`config.mk`:
```
export PLATFORM = sky130hd
export DESIGN_NAME = multicycle_control_flat
export DESIGN_NICKNAME = d
export VERILOG_FILES = /design/src/rtl/multicycle_control_if.sv /design/src/rtl/multicycle_control.sv /design/src/flat_wrapper.sv
export SDC_FILE = /design/constraint.sdc
export NUM_CORES = 1
export LEC_CHECK = 0
export CORE_MARGIN = 3
export CORE_UTILIZATION = 38
export CTS_CLUSTER_DIAMETER = 150
export DETAILED_ROUTE_END_ITERATION = 6
export HOLD_SLACK_MARGIN = 0.12
export PLACE_DENSITY = 0.82
export SLEW_MARGIN = 20
export SYNTH_ARGS = -nofsm -noshare
export SYNTH_HDL_FRONTEND = slang
export SYNTH_SLANG_ARGS = --single-unit
```
`constraint.sdc`:
```
create_clock -name clk -period 2.65 [get_ports clk]
set_clock_uncertainty 0.05 [all_clocks]
set_input_delay 0.795 -clock clk [delete_from_list [all_inputs] [get_ports clk]]
set_output_delay 0.795 -clock clk [all_outputs]
set_load 0.02 [all_outputs]
```
`src/rtl/multicycle_control_if.sv`:
```
// Control bundle between the multicycle RV32I sequencer and its datapath.
// The slave modport is the sequencer side (decode fields in, enables and
// selects out); the master modport is the datapath/memory side.
// state_dbg carries the sequencer's current state for observation.
interface multicycle_control_if;
  logic [6:0] op;
  logic [2:0] funct3;
  logic       funct7b5;
  logic       zero;
  logic       mem_ready;
  logic       pc_write;
  logic       adr_src;
  logic       mem_write;
  logic       ir_write;
  logic [1:0] result_src;
  logic [1:0] alu_src_a;
  logic [1:0] alu_src_b;
  logic [2:0] alu_control;
  logic [1:0] imm_src;
  logic       reg_write;
  logic       illegal;
  logic [3:0] state_dbg;

  modport slave (
    input  op, funct3, funct7b5, zero, mem_ready,
    output pc_write, adr_src, mem_write, ir_write, result_src,
           alu_src_a, alu_src_b, alu_control, imm_src, reg_write,
           illegal, state_dbg
  );

  modport master (
    output op, funct3, funct7b5, zero, mem_ready,
    input  pc_write, adr_src, mem_write, ir_write, result_src,
           alu_src_a, alu_src_b, alu_control, imm_src, reg_write,
           illegal, state_dbg
  );
endinterface

```
`src/rtl/multicycle_control.sv`:
```
// Main sequencer for the multicycle RV32I core: a Moore FSM that steps each
// instruction through fetch/decode/execute/writeback and drives every
// datapath enable and mux select.
// Optional feature: define MULTICYCLE_JALR_EN to support jalr (opcode
// 1100111) via the JALR_ADR state; otherwise that opcode is illegal.
//
// Memory handshake: the sequencer holds a memory request (FETCH, MEMREAD,
// MEMWRITE) with all selects stable for as long as mem_ready is low; the
// access completes in the first cycle mem_ready is high, and only then do
// the completion enables (ir_write/pc_write in FETCH) fire and the state
// advance. mem_write stays high for the whole request.
module multicycle_control (
  input  logic                        clk,
  input  logic                        rst,
  multicycle_control_if.slave         bus
);

  localparam logic [6:0] OP_LW   = 7'b0000011;
  localparam logic [6:0] OP_SW   = 7'b0100011;
  localparam logic [6:0] OP_R    = 7'b0110011;
  localparam logic [6:0] OP_I    = 7'b0010011;
  localparam logic [6:0] OP_BR   = 7'b1100011;
  localparam logic [6:0] OP_JAL  = 7'b1101111;
`ifdef MULTICYCLE_JALR_EN
  localparam logic [6:0] OP_JALR = 7'b1100111;
`endif

  localparam logic [1:0] ALUOP_ADD   = 2'b00;
  localparam logic [1:0] ALUOP_SUB   = 2'b01;
  localparam logic [1:0] ALUOP_FUNCT = 2'b10;

  localparam logic [2:0] ALU_ADD = 3'b000;
  localparam logic [2:0] ALU_SUB = 3'b001;
  localparam logic [2:0] ALU_AND = 3'b010;
  localparam logic [2:0] ALU_OR  = 3'b011;
  localparam logic [2:0] ALU_SLT = 3'b101;

  typedef enum logic [3:0] {
    FETCH    = 4'd0,
    DECODE   = 4'd1,
    MEMADR   = 4'd2,
    MEMREAD  = 4'd3,
    MEMWRITE = 4'd4,
    MEMWB    = 4'd5,
    EXECUTER = 4'd6,
    EXECUTEI = 4'd7,
    ALUWB    = 4'd8,
    BRANCH   = 4'd9,
    JAL      = 4'd10
`ifdef MULTICYCLE_JALR_EN
    ,JALR_ADR = 4'd11
`endif
  } state_t;

  state_t     state, state_next;

  logic       pc_write_c;
  logic       adr_src_c;
  logic       mem_write_c;
  logic       ir_write_c;
  logic [1:0] result_src_c;
  logic [1:0] alu_src_a_c;
  logic [1:0] alu_src_b_c;
  logic [1:0] alu_op_c;
  logic [2:0] alu_control_c;
  logic [1:0] imm_src_c;
  logic       reg_write_c;
  logic       illegal_c;

  // State register; reset abandons any instruction in flight.
  always_ff @(posedge clk) begin
    if (rst) state <= FETCH;
    else     state <= state_next;
  end

  // Next-state and Moore outputs (mem_ready/zero gate only where noted).
  always_comb begin
    state_next   = state;
    pc_write_c   = 1'b0;
    adr_src_c    = 1'b0;
    mem_write_c  = 1'b0;
    ir_write_c   = 1'b0;
    result_src_c = 2'b00;
    alu_src_a_c  = 2'b00;
    alu_src_b_c  = 2'b00;
    alu_op_c     = ALUOP_ADD;
    reg_write_c  = 1'b0;
    illegal_c    = 1'b0;
    case (state)
      FETCH: begin
        alu_src_b_c  = 2'b10;
        result_src_c = 2'b10;
        if (bus.mem_ready) begin
          ir_write_c = 1'b1;
          pc_write_c = 1'b1;
          state_next = DECODE;
        end
      end
      DECODE: begin
        // Precompute PC-relative target into ALUOut for branch/jal.
        alu_src_a_c = 2'b01;
        alu_src_b_c = 2'b01;
        case (bus.op)
          OP_LW, OP_SW: state_next = MEMADR;
          OP_R:         state_next = EXECUTER;
          OP_I:         state_next = EXECUTEI;
          OP_BR:        state_next = BRANCH;
          OP_JAL:       state_next = JAL;
`ifdef MULTICYCLE_JALR_EN
          OP_JALR:      state_next = JALR_ADR;
`endif
          default: begin
            state_next = FETCH;
            illegal_c  = 1'b1;
          end
        endcase
      end
      MEMADR: begin
        alu_src_a_c = 2'b10;
        alu_src_b_c = 2'b01;
        state_next  = (bus.op == OP_LW) ? MEMREAD : MEMWRITE;
      end
      MEMREAD: begin
        adr_src_c = 1'b1;
        if (bus.mem_ready) state_next = MEMWB;
      end
      MEMWRITE: begin
        adr_src_c   = 1'b1;
        mem_write_c = 1'b1;
        if (bus.mem_ready) state_next = FETCH;
      end
      MEMWB: begin
        result_src_c = 2'b01;
        reg_write_c  = 1'b1;
        state_next   = FETCH;
      end
      EXECUTER: begin
        alu_src_a_c = 2'b10;
        alu_op_c    = ALUOP_FUNCT;
        state_next  = ALUWB;
      end
      EXECUTEI: begin
        alu_src_a_c = 2'b10;
        alu_src_b_c = 2'b01;
        alu_op_c    = ALUOP_FUNCT;
        state_next  = ALUWB;
      end
      ALUWB: begin
        reg_write_c = 1'b1;
        state_next  = FETCH;
      end
      BRANCH: begin
        // beq takes the branch on zero, bne on not-zero.
        alu_src_a_c = 2'b10;
        alu_op_c    = ALUOP_SUB;
        pc_write_c  = bus.zero ^ bus.funct3[0];
        state_next  = FETCH;
      end
      JAL: begin
        // PC <- ALUOut (target); ALU forms OldPC+4 for the link write.
        alu_src_a_c = 2'b01;
        alu_src_b_c = 2'b10;
        pc_write_c  = 1'b1;
        state_next  = ALUWB;
      end
`ifdef MULTICYCLE_JALR_EN
      JALR_ADR: begin
        // rs1+imm lands in ALUOut, then JAL loads it into PC.
        alu_src_a_c = 2'b10;
        alu_src_b_c = 2'b01;
        state_next  = JAL;
      end
`endif
      default: state_next = FETCH;
    endcase
  end

  // ALU operation: fixed add/sub or decoded from funct fields.
  always_comb begin
    alu_control_c = ALU_ADD;
    case (alu_op_c)
      ALUOP_SUB: alu_control_c = ALU_SUB;
      ALUOP_FUNCT: begin
        case (bus.funct3)
          3'b000:  alu_control_c = (bus.op[5] & bus.funct7b5) ? ALU_SUB : ALU_ADD;
          3'b010:  alu_control_c = ALU_SLT;
          3'b110:  alu_control_c = ALU_OR;
          3'b111:  alu_control_c = ALU_AND;
          default: alu_control_c = ALU_ADD;
        endcase
      end
      default: alu_control_c = ALU_ADD;
    endcase
  end

  // Immediate format follows the opcode directly.
  always_comb begin
    imm_src_c = 2'b00;
    case (bus.op)
      OP_SW:   imm_src_c = 2'b01;
      OP_BR:   imm_src_c = 2'b10;
      OP_JAL:  imm_src_c = 2'b11;
      default: imm_src_c = 2'b00;
    endcase
  end

  // Architectural enables are suppressed while reset is held.
  assign bus.pc_write    = pc_write_c  & ~rst;
  assign bus.ir_write    = ir_write_c  & ~rst;
  assign bus.mem_write   = mem_write_c & ~rst;
  assign bus.reg_write   = reg_write_c & ~rst;
  assign bus.illegal     = illegal_c   & ~rst;
  assign bus.adr_src     = adr_src_c;
  assign bus.result_src  = result_src_c;
  assign bus.alu_src_a   = alu_src_a_c;
  assign bus.alu_src_b   = alu_src_b_c;
  assign bus.alu_control = alu_control_c;
  assign bus.imm_src     = imm_src_c;
  assign bus.state_dbg   = state;

endmodule

```
`src/flat_wrapper.sv`:
```
// flat-port wrapper written by rule: the top's interface ports become plain ports
module multicycle_control_flat 
  (clk, rst, bus_op, bus_funct3, bus_funct7b5, bus_zero, bus_mem_ready, bus_pc_write, bus_adr_src, bus_mem_write, bus_ir_write, bus_result_src, bus_alu_src_a, bus_alu_src_b, bus_alu_control, bus_imm_src, bus_reg_write, bus_illegal, bus_state_dbg);
  multicycle_control_if bus_i ();
  input  logic clk;
  input  logic rst;
  input wire logic [$bits(bus_i.op)-1:0] bus_op;
  input wire logic [$bits(bus_i.funct3)-1:0] bus_funct3;
  input wire logic [$bits(bus_i.funct7b5)-1:0] bus_funct7b5;
  input wire logic [$bits(bus_i.zero)-1:0] bus_zero;
  input wire logic [$bits(bus_i.mem_ready)-1:0] bus_mem_ready;
  output wire logic [$bits(bus_i.pc_write)-1:0] bus_pc_write;
  output wire logic [$bits(bus_i.adr_src)-1:0] bus_adr_src;
  output wire logic [$bits(bus_i.mem_write)-1:0] bus_mem_write;
  output wire logic [$bits(bus_i.ir_write)-1:0] bus_ir_write;
  output wire logic [$bits(bus_i.result_src)-1:0] bus_result_src;
  output wire logic [$bits(bus_i.alu_src_a)-1:0] bus_alu_src_a;
  output wire logic [$bits(bus_i.alu_src_b)-1:0] bus_alu_src_b;
  output wire logic [$bits(bus_i.alu_control)-1:0] bus_alu_control;
  output wire logic [$bits(bus_i.imm_src)-1:0] bus_imm_src;
  output wire logic [$bits(bus_i.reg_write)-1:0] bus_reg_write;
  output wire logic [$bits(bus_i.illegal)-1:0] bus_illegal;
  output wire logic [$bits(bus_i.state_dbg)-1:0] bus_state_dbg;
  assign bus_i.op = bus_op;
  assign bus_i.funct3 = bus_funct3;
  assign bus_i.funct7b5 = bus_funct7b5;
  assign bus_i.zero = bus_zero;
  assign bus_i.mem_ready = bus_mem_ready;
  assign bus_pc_write = bus_i.pc_write;
  assign bus_adr_src = bus_i.adr_src;
  assign bus_mem_write = bus_i.mem_write;
  assign bus_ir_write = bus_i.ir_write;
  assign bus_result_src = bus_i.result_src;
  assign bus_alu_src_a = bus_i.alu_src_a;
  assign bus_alu_src_b = bus_i.alu_src_b;
  assign bus_alu_control = bus_i.alu_control;
  assign bus_imm_src = bus_i.imm_src;
  assign bus_reg_write = bus_i.reg_write;
  assign bus_illegal = bus_i.illegal;
  assign bus_state_dbg = bus_i.state_dbg;
  multicycle_control u_core (.clk(clk), .rst(rst), .bus(bus_i));
endmodule
```
==> results of run 1 <==
-- layout make-up --
cell class                 instances  area (µm²)
timing repair buffer              65         534
clock buffer                       3        22.5
sequential                         4        80.1
fill                             111         320
inverter                           6        22.5
tap                               24        30.0
multi-input combinational         84         584
-- worst max-delay path by stage --
stage / to / cells past startpoint / slack (ps)
final: bus_imm_src[0] / 5 / 30
after global routing: bus_illegal / 6 / -20
after CTS: bus_imm_src[0] / 5 / -20
after detailed placement: bus_imm_src[0] / 5 / -790
after global placement: bus_imm_src[0] / 5 / -700
after floorplan: bus_alu_control[2] / 5 / -70
-- critical path: cells and delay by family --
| kind | cells | cell delay [ps] |
|---|---|---|
| buffers and inverters | 2 | 380 |
| and+or+nand+nor | 2 | 310 |
| AOI/OAI and AO/OA | 1 | 280 |
-- kinds of logic (layout without fill, tap and decap cells) --
group / Yosys count / in the layout / share of synthesized area, %
AND/OR/NAND/NOR: 56 / 56 / 44.6
AO/OA/AOI/OAI: 23 / 23 / 24.0
multiplexers: 1 / 1 / 1.49
adder cells (fa/ha/maj): 2 / 2 / 3.72
buffers and inverters: 15 / 74 / 11.7
flip-flops: 4 / 4 / 11.9
XOR/XNOR: 2 / 2 / 2.60
-- repair_timing --
| item | 4_1_cts | 5_1_grt |
|---|---|---|
| endpoints found under the setup margin | 14 | 11 |
| resized for setup | 67 | 19 |
| buffers inserted | 2 | 1 |
| pin swaps | 6 | 7 |
-- power groups by stage --
| stage | Combinational [mW] | Clock [mW] | Sequential [mW] |
|---|---|---|---|
| floorplan | 0.0943 | 0 | 0.0712 |
| global placement | 0.192 | 0 | 0.0659 |
| detailed placement | 0.197 | 0 | 0.0662 |
| CTS | 0.191 | 0.0754 | 0.0653 |
| global route | 0.208 | 0.0846 | 0.0654 |
| finish | 0.195 | 0.0739 | 0.0653 |
-- routing by layer --
metal  wire (µm)  up-vias  part of all wire (%)  track usage [%]
met2        1360       61                    51             41.2
met3         232        9                   8.8             4.06
met4          53        0                   2.0             10.8
met1         994      475                    38             27.9
met5           0        -                     0                0
li1            -      486                     -                -
-- synthesized netlist by cell type (2+ instances only) --
cell type | n | area share (%)
sky130_fd_sc_hd__clkbuf_1 | 5 | 2.8
sky130_fd_sc_hd__a21oi_1 | 6 | 4.5
sky130_fd_sc_hd__buf_6 | 3 | 5.0
sky130_fd_sc_hd__nor2_1 | 11 | 6.1
sky130_fd_sc_hd__a21o_1 | 3 | 3.3
sky130_fd_sc_hd__or3_1 | 2 | 1.9
sky130_fd_sc_hd__dfxtp_1 | 4 | 12
sky130_fd_sc_hd__ha_1 | 2 | 3.7
sky130_fd_sc_hd__inv_1 | 6 | 3.3
sky130_fd_sc_hd__nor4_1 | 4 | 3.7
sky130_fd_sc_hd__o21ai_0 | 4 | 3.0
sky130_fd_sc_hd__nor3b_1 | 2 | 2.2
sky130_fd_sc_hd__a211oi_1 | 2 | 2.2
sky130_fd_sc_hd__or2_2 | 2 | 1.9
sky130_fd_sc_hd__nor2b_1 | 3 | 2.8
sky130_fd_sc_hd__nand2_1 | 10 | 5.6
sky130_fd_sc_hd__nand3_1 | 3 | 2.2
sky130_fd_sc_hd__nor3_1 | 9 | 6.7
-- through the flow --
step           instance area, µm²  hold slack [ps]  setup TNS (ps)  setup slack, ps  utilization (%)
2_1_floorplan                 689              643           -74.9            -74.9                -
3_3_place_gp                 1220              706           -5340             -698             76.3
3_5_place_dp                 1220              720           -5620             -786             76.3
4_1_cts                      1270              733           -20.5            -20.5             79.7
5_1_grt                      1270              778           -21.1            -15.0             79.9
6_report                     1270              750               0             34.9             79.9
==> implementation parameters, run 1 <==
Parameter                              Value

Critical path
  Critical path class ... in -> out
  R2R setup slack ... 750 ps
  Critical path endpoint category ... output pin
  Critical register-to-register path startpoint ... u_core.bus.state_dbg[1]
  R2R cell count ... 7
  CP max stage cell ... sky130_fd_sc_hd__o32ai_2
  Critical Path RT ... 1810 ps
  Arrival time of data at the critical path endpoint ... 1770 ps
  Origin of the worst setup path ... bus_op[1]
  Slowest cell delay on critical path ... 280 ps
  Endpoint of the lowest-slack register-to-register path ... u_core.bus.state_dbg[2]
  Launching element type of the critical path ... input pin
  Critical Path Fanout Max ... 2
  Critical-path cell list ... clkdlybuf4s15_1 > nand2_2 > o32ai_2 > and3b_1 > buf_6

Drt
  Via count of the routed design ... 1031
  Pre-Repair DR Iteration Count ... 7
  DRT antenna net count ... 0
  Average wire per standard cell ... 14.2 µm
  DR DRC count ... 0
  Drt initial violations ... 50
  Via density per instance ... 5.54
  Final WL ... 2640 µm

Pwr
  Switching power summed over all nets ... 128 µW
  Share of power burned in the clock network ... 22.1%
  Switching share of power ... 38.4%
  Cell area power density ... 262 nW/µm²
  IR drop worst, VDD ... 0.000144 V
  Post-layout total power ... 334 µW
  Proportion of power drawn by flip-flops and latches ... 19.5%
  Internal power contribution ... 206 µW
  Proportion of power drawn by combinational gates ... 58.3%
  Leakage power summed over all cells ... 0.615 nW

Global routing
  Residual overflow from global routing ... 0
  Largest net degree at the start of global routing ... 17
  Vias in the first global route ... 967
  Antenna violations before repair ... 0
  Total GRT Usage ... 23.6%
  Global-route wire length before repair ... 3950 µm

Logic synthesis
  Number of distinct library cell variants in the gate-level netlist after synthesis ... 40
  Flops & latches, synth ... 4
  Post-synthesis sequential area ratio ... 11.9%
  Cells after Synth ... 103
  Avg Inst Size Synth ... 6.54 µm²
  Commonest register cell after synthesis ... sky130_fd_sc_hd__dfxtp_1
  Synth async-reset ratio ... 0%
  Number of warning messages in the yosys log ... 0
  Netlist area before placement ... 673 µm²
  Mapped Nets ... 120
  Post-synth EDFFs ... 0

Floorplanning
  Io pins ... 36
  Core Box Area ... 1590 µm²
  Initial Utilization ... 42.2%
  Die span in y ... 48.1 µm
  Total number of placement rows ... 14
  Horizontal die dimension ... 48.1 µm
  Die Area ... 2310 µm²

Cells and area
  Antenna diode count ... 0
  Non-filler cells, final ... 186
  Commonest cells after routing, fill and taps aside ... sky130_fd_sc_hd__buf_4, sky130_fd_sc_hd__nor2_1, sky130_fd_sc_hd__nand2_1, sky130_fd_sc_hd__dlygate4sd2_1
  Final layout net count ... 181
  Largest register FFs ... 4
  Area growth from synthesis to layout ... 89.2%
  Layout cell share with drive strength beyond 1 ... 36.4%
  Most common library cell in the layout ignoring fill and taps ... sky130_fd_sc_hd__buf_4

Placement
  HPWL after DPL ... 2010 µm
  Inst Count DP ... 180
  Global placement routability congestion ... 0.927
  Number of I/O port buffers ... 35

Hold path
  Worst hold path class ... reg -> reg
  WHS Endpoint ... u_core.bus.state_dbg[0]
  Min-delay src ... u_core.bus.state_dbg[1]
  Worst Hold Depth ... 4

Clocking
  Clock Sink Count ... 4
  Total of hold buffers inserted after clock tree synthesis ... 0
  Root buffer cell ... sky130_fd_sc_hd__clkbuf_4
  Clock insertion delay at the later pin of the skew report ... 230 ps
  Clock Path Buffers ... 2
  Total clock buffers created by CTS ... 3
  CTS tree ... built
  Number of H-tree levels ... 1
  Clock transition at path regs ... 40 ps

Timing
  Tightest slew margin relative to the limit ... 79.7%
  Max frequency ... 0.382 GHz
  Final Hold Fails ... 0
  Least-Margin Pin Slew ... 305 ps
  Post-layout minimum cycle time ... 2620 ps
  Count of endpoints failing setup in the final report ... 0
  Total count of max-transition violations in the final report ... 0
  Final Cycle Share ... 98.7%

Run
  Maximum Capacitance Violations ... 0

Outcome
  Outcome ... complete, no violations
(Power assumes the default switching activity.)
==> run 2, diff against run 1 <==
--- a/config.mk
+++ b/config.mk
@@ -11,6 +11,7 @@
 export DETAILED_ROUTE_END_ITERATION = 6
 export HOLD_SLACK_MARGIN = 0.12
 export PLACE_DENSITY = 0.82
+export REMOVE_ABC_BUFFERS = 1
 export SLEW_MARGIN = 20
 export SYNTH_ARGS = -nofsm -noshare
 export SYNTH_HDL_FRONTEND = slang
==> run 2 against run 1 <==
Compared with the run above: cell area is 7.0% lower; worst hold slack worse by 120 ps; setup slack worse by 32 ps; fmax is 1.2% lower; global-route usage is 0.73 points lower; utilization is 5.6 points lower; clock power is 5.8% higher; die area stayed put; via count is 4.6% lower; critical path type unchanged; critical endpoint unchanged; largest cell class unchanged.
==> implementation parameters, run 2 (synthesis results as in run 1) <==
Parameter                              Value

Outcome
  Outcome ... complete, no violations

Global routing
  Antenna violations before repair ... 0
  Residual overflow from global routing ... 0
  Total GRT Usage ... 22.9%
  Largest net degree at the start of global routing ... 17
  Global-route wire length before repair ... 3750 µm
  Met2 track demand over resource in global routing ... 41.2%
  Vias in the first global route ... 893
  Met1 layer usage reported by global route ... 28.4%
  Busiest grt layer ... met2
  Met3 Use GR ... 1.85%

Drt
  Via count of the routed design ... 984
  Final WL ... 2600 µm
  Via density per instance ... 5.50
  DRT antenna net count ... 0
  DR DRC count ... 0
  Drt initial violations ... 57
  Average wire per standard cell ... 14.5 µm
  Pre-Repair DR Iteration Count ... 4

Placement
  Global placement routability congestion ... 0.842
  Number of I/O port buffers ... 35
  HPWL after DPL ... 1900 µm
  Inst Count DP ... 175
  Area after DPL ... 1160 µm²

Timing
  Tightest slew margin relative to the limit ... 81.6%
  Final Cycle Share ... 99.9%
  Max frequency ... 0.378 GHz
  Least-Margin Pin Slew ... 272 ps
  Post-layout minimum cycle time ... 2650 ps
  Unrepaired setup endpoints after global routing ... yes
  Total count of max-transition violations in the final report ... 0
  Final Hold Fails ... 0
  Count of endpoints failing setup in the final report ... 0

Pwr
  IR drop worst, VDD ... 0.000157 V
  Internal power contribution ... 200 µW
  Post-layout total power ... 329 µW
  Proportion of power drawn by flip-flops and latches ... 19.8%
  Switching power summed over all nets ... 129 µW
  Share of power burned in the clock network ... 23.8%
  Switching share of power ... 39.1%
  Cell area power density ... 278 nW/µm²
  Proportion of power drawn by combinational gates ... 56.4%
  Leakage power summed over all cells ... 0.542 nW

Hold path
  Worst hold path class ... reg -> reg

Clocking
  Number of H-tree levels ... 1
  Clock transition at path regs ... 40 ps
  Clock Sink Count ... 4
  Total of hold buffers inserted after clock tree synthesis ... 0
  Clock Path Buffers ... 2
  CTS tree ... built
  Clock insertion delay at the later pin of the skew report ... 240 ps
  Root buffer cell ... sky130_fd_sc_hd__clkbuf_4
  Total clock buffers created by CTS ... 3

Cells and area
  Non-filler cells, final ... 179
  Layout cell share with drive strength beyond 1 ... 31.0%
  Area growth from synthesis to layout ... 76.0%
  Most common library cell in the layout ignoring fill and taps ... sky130_fd_sc_hd__buf_4
  Antenna diode count ... 0
  Final layout net count ... 174
  Commonest cells after routing, fill and taps aside ... sky130_fd_sc_hd__buf_4, sky130_fd_sc_hd__dlygate4sd2_1, sky130_fd_sc_hd__nor2_1
  Final Instance Area ... 1180 µm²
  Largest register FFs ... 4

Critical path
  Critical path endpoint category ... output pin
  Launching element type of the critical path ... input pin
  Critical Path RT ... 1810 ps
  Arrival time of data at the critical path endpoint ... 1800 ps
  Critical path class ... in -> out
  Critical Path Fanout Max ... 3

Floorplanning
  Die span in y ... 48.1 µm
  Io pins ... 36
  Horizontal die dimension ... 48.1 µm
  Initial Utilization ... 42.2%
  Core Box Area ... 1590 µm²
  Die Area ... 2310 µm²
  Total number of placement rows ... 14

Run
  Maximum Capacitance Violations ... 0
## run 2: final cells by class
cell class | count | area (µm²)
clock buffer | 3 | 22.5
sequential | 4 | 80.1
tap | 24 | 30.0
fill | 141 | 409
multi-input combinational | 84 | 571
timing repair buffer | 58 | 459
inverter | 6 | 22.5
## run 2: metal layers
metal | part of all wire [%] | up-vias
met3 | 10 | 11
met2 | 50 | 64
met1 | 37 | 434
li1 | - | 475
met5 | 0 | -
met4 | 3.0 | 0
## run 2: timing repair
action	CTS	global route
hold endpoints to repair	0	0
gates cloned	0	0
gates resized for setup	63	13
endpoints found under the setup margin	15	4
setup buffers	1	0
pin swaps	9	4
## run 2: final timing paths
| check | from | to | cells past startpoint | slack, ps |
|---|---|---|---|---|
| setup / recovery | bus_op[3] | bus_imm_src[0] | 5 | 3 |
| hold reg to reg | u_core.bus.state_dbg[1] | u_core.bus.state_dbg[0] | 3 | 630 |
| hold / removal | u_core.bus.state_dbg[1] | u_core.bus.state_dbg[0] | 3 | 630 |
| setup reg to reg | u_core.bus.state_dbg[1] | u_core.bus.state_dbg[2] | 6 | 820 |
## run 2: power groups by stage
stage	Sequential (mW)	Combinational, mW	Clock, mW
after floorplan	0.0786	0.0730	0
after global placement	0.0659	0.186	0
after detailed placement	0.0661	0.191	0
after CTS	0.0652	0.180	0.0817
after global routing	0.0655	0.199	0.0817
final	0.0652	0.185	0.0782
## run 2: critical path, cell delays in order
cell                              delay (ps)
sky130_fd_sc_hd__clkdlybuf4s15_1         250
sky130_fd_sc_hd__nand2_1                 120
sky130_fd_sc_hd__o32ai_4                 300
sky130_fd_sc_hd__and3b_1                 210
sky130_fd_sc_hd__buf_6                   120
## run 2: through the flow
step | util, % | hold WS (ps) | setup slack, ps | TNS [ps]
finish | 74.3 | 630 | 2.67 | 0
global route | 74.3 | 693 | -73.3 | -73.3
CTS | 74.0 | 631 | 1.68 | 0
detailed placement | 72.9 | 623 | -770 | -5440
global placement | 72.9 | 598 | -732 | -5320
floorplan | - | 584 | -313 | -487
==> run 3, diff against run 2 <==
--- a/config.mk
+++ b/config.mk
@@ -5,12 +5,13 @@
 export SDC_FILE = /design/constraint.sdc
 export NUM_CORES = 1
 export LEC_CHECK = 0
+export CAP_MARGIN = 10
 export CORE_MARGIN = 3
-export CORE_UTILIZATION = 38
+export CORE_UTILIZATION = 35
 export CTS_CLUSTER_DIAMETER = 150
 export DETAILED_ROUTE_END_ITERATION = 6
 export HOLD_SLACK_MARGIN = 0.12
-export PLACE_DENSITY = 0.82
+export PLACE_DENSITY = 0.8
 export REMOVE_ABC_BUFFERS = 1
 export SLEW_MARGIN = 20
 export SYNTH_ARGS = -nofsm -noshare
==> constraint.sdc (replaced) <==
create_clock -name clk -period 2.4 [get_ports clk]
set_clock_uncertainty 0.05 [all_clocks]
set_input_delay 0.72 -clock clk [delete_from_list [all_inputs] [get_ports clk]]
set_output_delay 0.72 -clock clk [all_outputs]
set_load 0.02 [all_outputs]
==> run 3 against run 2 <==
Compared with the run above: the flow now finishes with violations (setup timing); register-to-register slack worse by 180 ps; cell count up 8.9%; non-clock buffer count up 15; cell area up 13%; sequential power up 11%; setup slack worse by 53 ps; utilization up 1.8 points; flip-flop and latch count unchanged; clock power up 6.5%; critical path type unchanged; critical endpoint unchanged.
==> implementation parameters, run 3 (synthesis results as in run 1) <==
Parameter                              Value

Outcome
  Outcome ... complete, but fails checks
  Violations in the final reports ... setup timing

Timing
  Crit path setup slack, layout ... -50.3 ps
  Final Cycle Share ... 102%
  Post-layout minimum cycle time ... 2450 ps
  Count of endpoints failing setup in the final report ... 1
  Total count of max-transition violations in the final report ... 0
  Unrepaired setup endpoints after global routing ... yes
  Max frequency ... 0.408 GHz
  Tightest slew margin relative to the limit ... 80.0%
  Least-Margin Pin Slew ... 296 ps
  Final Hold Fails ... 0

Cells and area
  Antenna diode count ... 0
  Final layout net count ... 189
  Most common library cell in the layout ignoring fill and taps ... sky130_fd_sc_hd__buf_4
  Layout Utilization ... 76.2%
  Layout cell share with drive strength beyond 1 ... 48.8%
  Area growth from synthesis to layout ... 99.6%
  Largest register FFs ... 4
  Commonest cells after routing, fill and taps aside ... sky130_fd_sc_hd__buf_4, sky130_fd_sc_hd__nor2_1, sky130_fd_sc_hd__nand2_1, sky130_fd_sc_hd__dlygate4sd2_1, sky130_fd_sc_hd__buf_2

Critical path
  Crit. path cell count ... 5
  Count of buffering cells on the critical path with inverters included ... 2
  R2R cell count ... 6
  Critical-path cell list ... buf_6 > nand3b_1 > o32ai_2 > and3b_1 > buf_6
  Critical register-to-register path startpoint ... u_core.bus.state_dbg[1]
  Most common cell type on the critical path ... sky130_fd_sc_hd__buf_6
  Critical Path RT ... 1630 ps
  Slowest cell delay on critical path ... 280 ps
  Critical Path Fanout Max ... 3
  CP max stage cell ... sky130_fd_sc_hd__o32ai_2
  Arrival time of data at the critical path endpoint ... 1680 ps
  Category of cells accounting for the largest share of critical-path delay ... simple AND/OR/NAND/NOR gates
  Critical path endpoint category ... output pin
  Critical path class ... in -> out
  Launching element type of the critical path ... input pin
  Origin of the worst setup path ... bus_op[4]

Run
  Maximum Capacitance Violations ... 0

Drt
  DRT antenna net count ... 0
  Via count of the routed design ... 1049
  Via density per instance ... 5.38
  Final WL ... 2810 µm
  Pre-Repair DR Iteration Count ... 4
  Drt initial violations ... 20
  Average wire per standard cell ... 14.4 µm
  DR DRC count ... 0

Clocking
  Total of hold buffers inserted after clock tree synthesis ... 0
  Clock transition at path regs ... 40 ps
  Clock Path Buffers ... 2
  CTS tree ... built
  Clock insertion delay at the later pin of the skew report ... 230 ps
  Root buffer cell ... sky130_fd_sc_hd__clkbuf_4
  Clock Sink Count ... 4
  Total clock buffers created by CTS ... 3
  Number of H-tree levels ... 1

Global routing
  Largest net degree at the start of global routing ... 17
  Total GRT Usage ... 22.9%
  Vias in the first global route ... 1049
  Antenna violations before repair ... 0
  Global-route wire length before repair ... 4390 µm
  Residual overflow from global routing ... 0

Hold path
  Worst hold path class ... reg -> reg
  Min-delay src ... u_core.bus.state_dbg[1]
  Worst Hold Depth ... 3

Placement
  HPWL after DPL ... 1900 µm
  Number of I/O port buffers ... 35
  Global placement routability congestion ... 0.782

Pwr
  IR drop worst, VDD ... 0.000181 V
  Leakage power summed over all cells ... 0.617 nW
  Post-layout total power ... 376 µW
  Cell area power density ... 280 nW/µm²

Floorplanning
  Total number of placement rows ... 15
  Io pins ... 36
  Initial Utilization ... 38.2%
  Core Box Area ... 1760 µm²
  Die Area ... 2490 µm²
  Die span in y ... 49.9 µm
  Horizontal die dimension ... 49.9 µm
[run 3: area by class of cell]
type                    count  area (µm²)
inverters                   6        22.5
fillers                   142         420
clock buffers               3        22.5
well taps                  25        31.3
repair buffers             73         564
flip-flops and latches      4        81.3
multi-input cells          84         622
[run 3: report_power, final]
part           leakage (nW)  internal (mW)  total [mW]  switching, mW
logic                 0.570          0.103       0.220          0.118
clock network        0.0138         0.0559      0.0833         0.0273
registers            0.0331         0.0704      0.0724        0.00199
[run 3: worst paths after layout]
| check | to | slack, ps |
|---|---|---|
| worst min register to register | u_core.bus.state_dbg[0] | 620 |
| worst max-delay path | bus_imm_src[0] | -50 |
| worst max register to register | u_core.bus.state_dbg[2] | 640 |
| worst min-delay path | u_core.bus.state_dbg[0] | 620 |
[run 3: timing repair]
| action | CTS | global route |
|---|---|---|
| pin swaps | 11 | 5 |
| setup endpoints to repair | 17 | 16 |
| buffers inserted | 10 | 3 |
| resized for setup | 96 | 32 |
[run 3: routing by layer]
metal | share of wire, % | vias to the layer above | GRT usage [%]
met4 | 2.8 | 0 | 18.0
met2 | 50 | 51 | 38.1
li1 | - | 505 | -
met3 | 6.5 | 10 | 4.83
met5 | 0 | - | 0
met1 | 41 | 483 | 24.9
[run 3: worst register-to-register path, stage by stage (launching register included)]
cell	delay, ps
sky130_fd_sc_hd__dfxtp_2	320
sky130_fd_sc_hd__buf_4	160
sky130_fd_sc_hd__or2_1	230
sky130_fd_sc_hd__buf_4	170
sky130_fd_sc_hd__or3_1	310
sky130_fd_sc_hd__a21o_1	190
sky130_fd_sc_hd__a311oi_2	240
[run 3: stage by stage]
stage	TNS, ps	area (µm²)	hold WS (ps)	setup WS, ps	std cells
after floorplan	-1080	617	584	-488	94
final	-50.3	1340	617	-50.3	195
after detailed placement	-6450	1190	614	-858	180
after CTS	0	1290	626	0.0910	193
after global placement	-6280	1190	601	-800	180
after global routing	-114	1340	648	-76.5	195
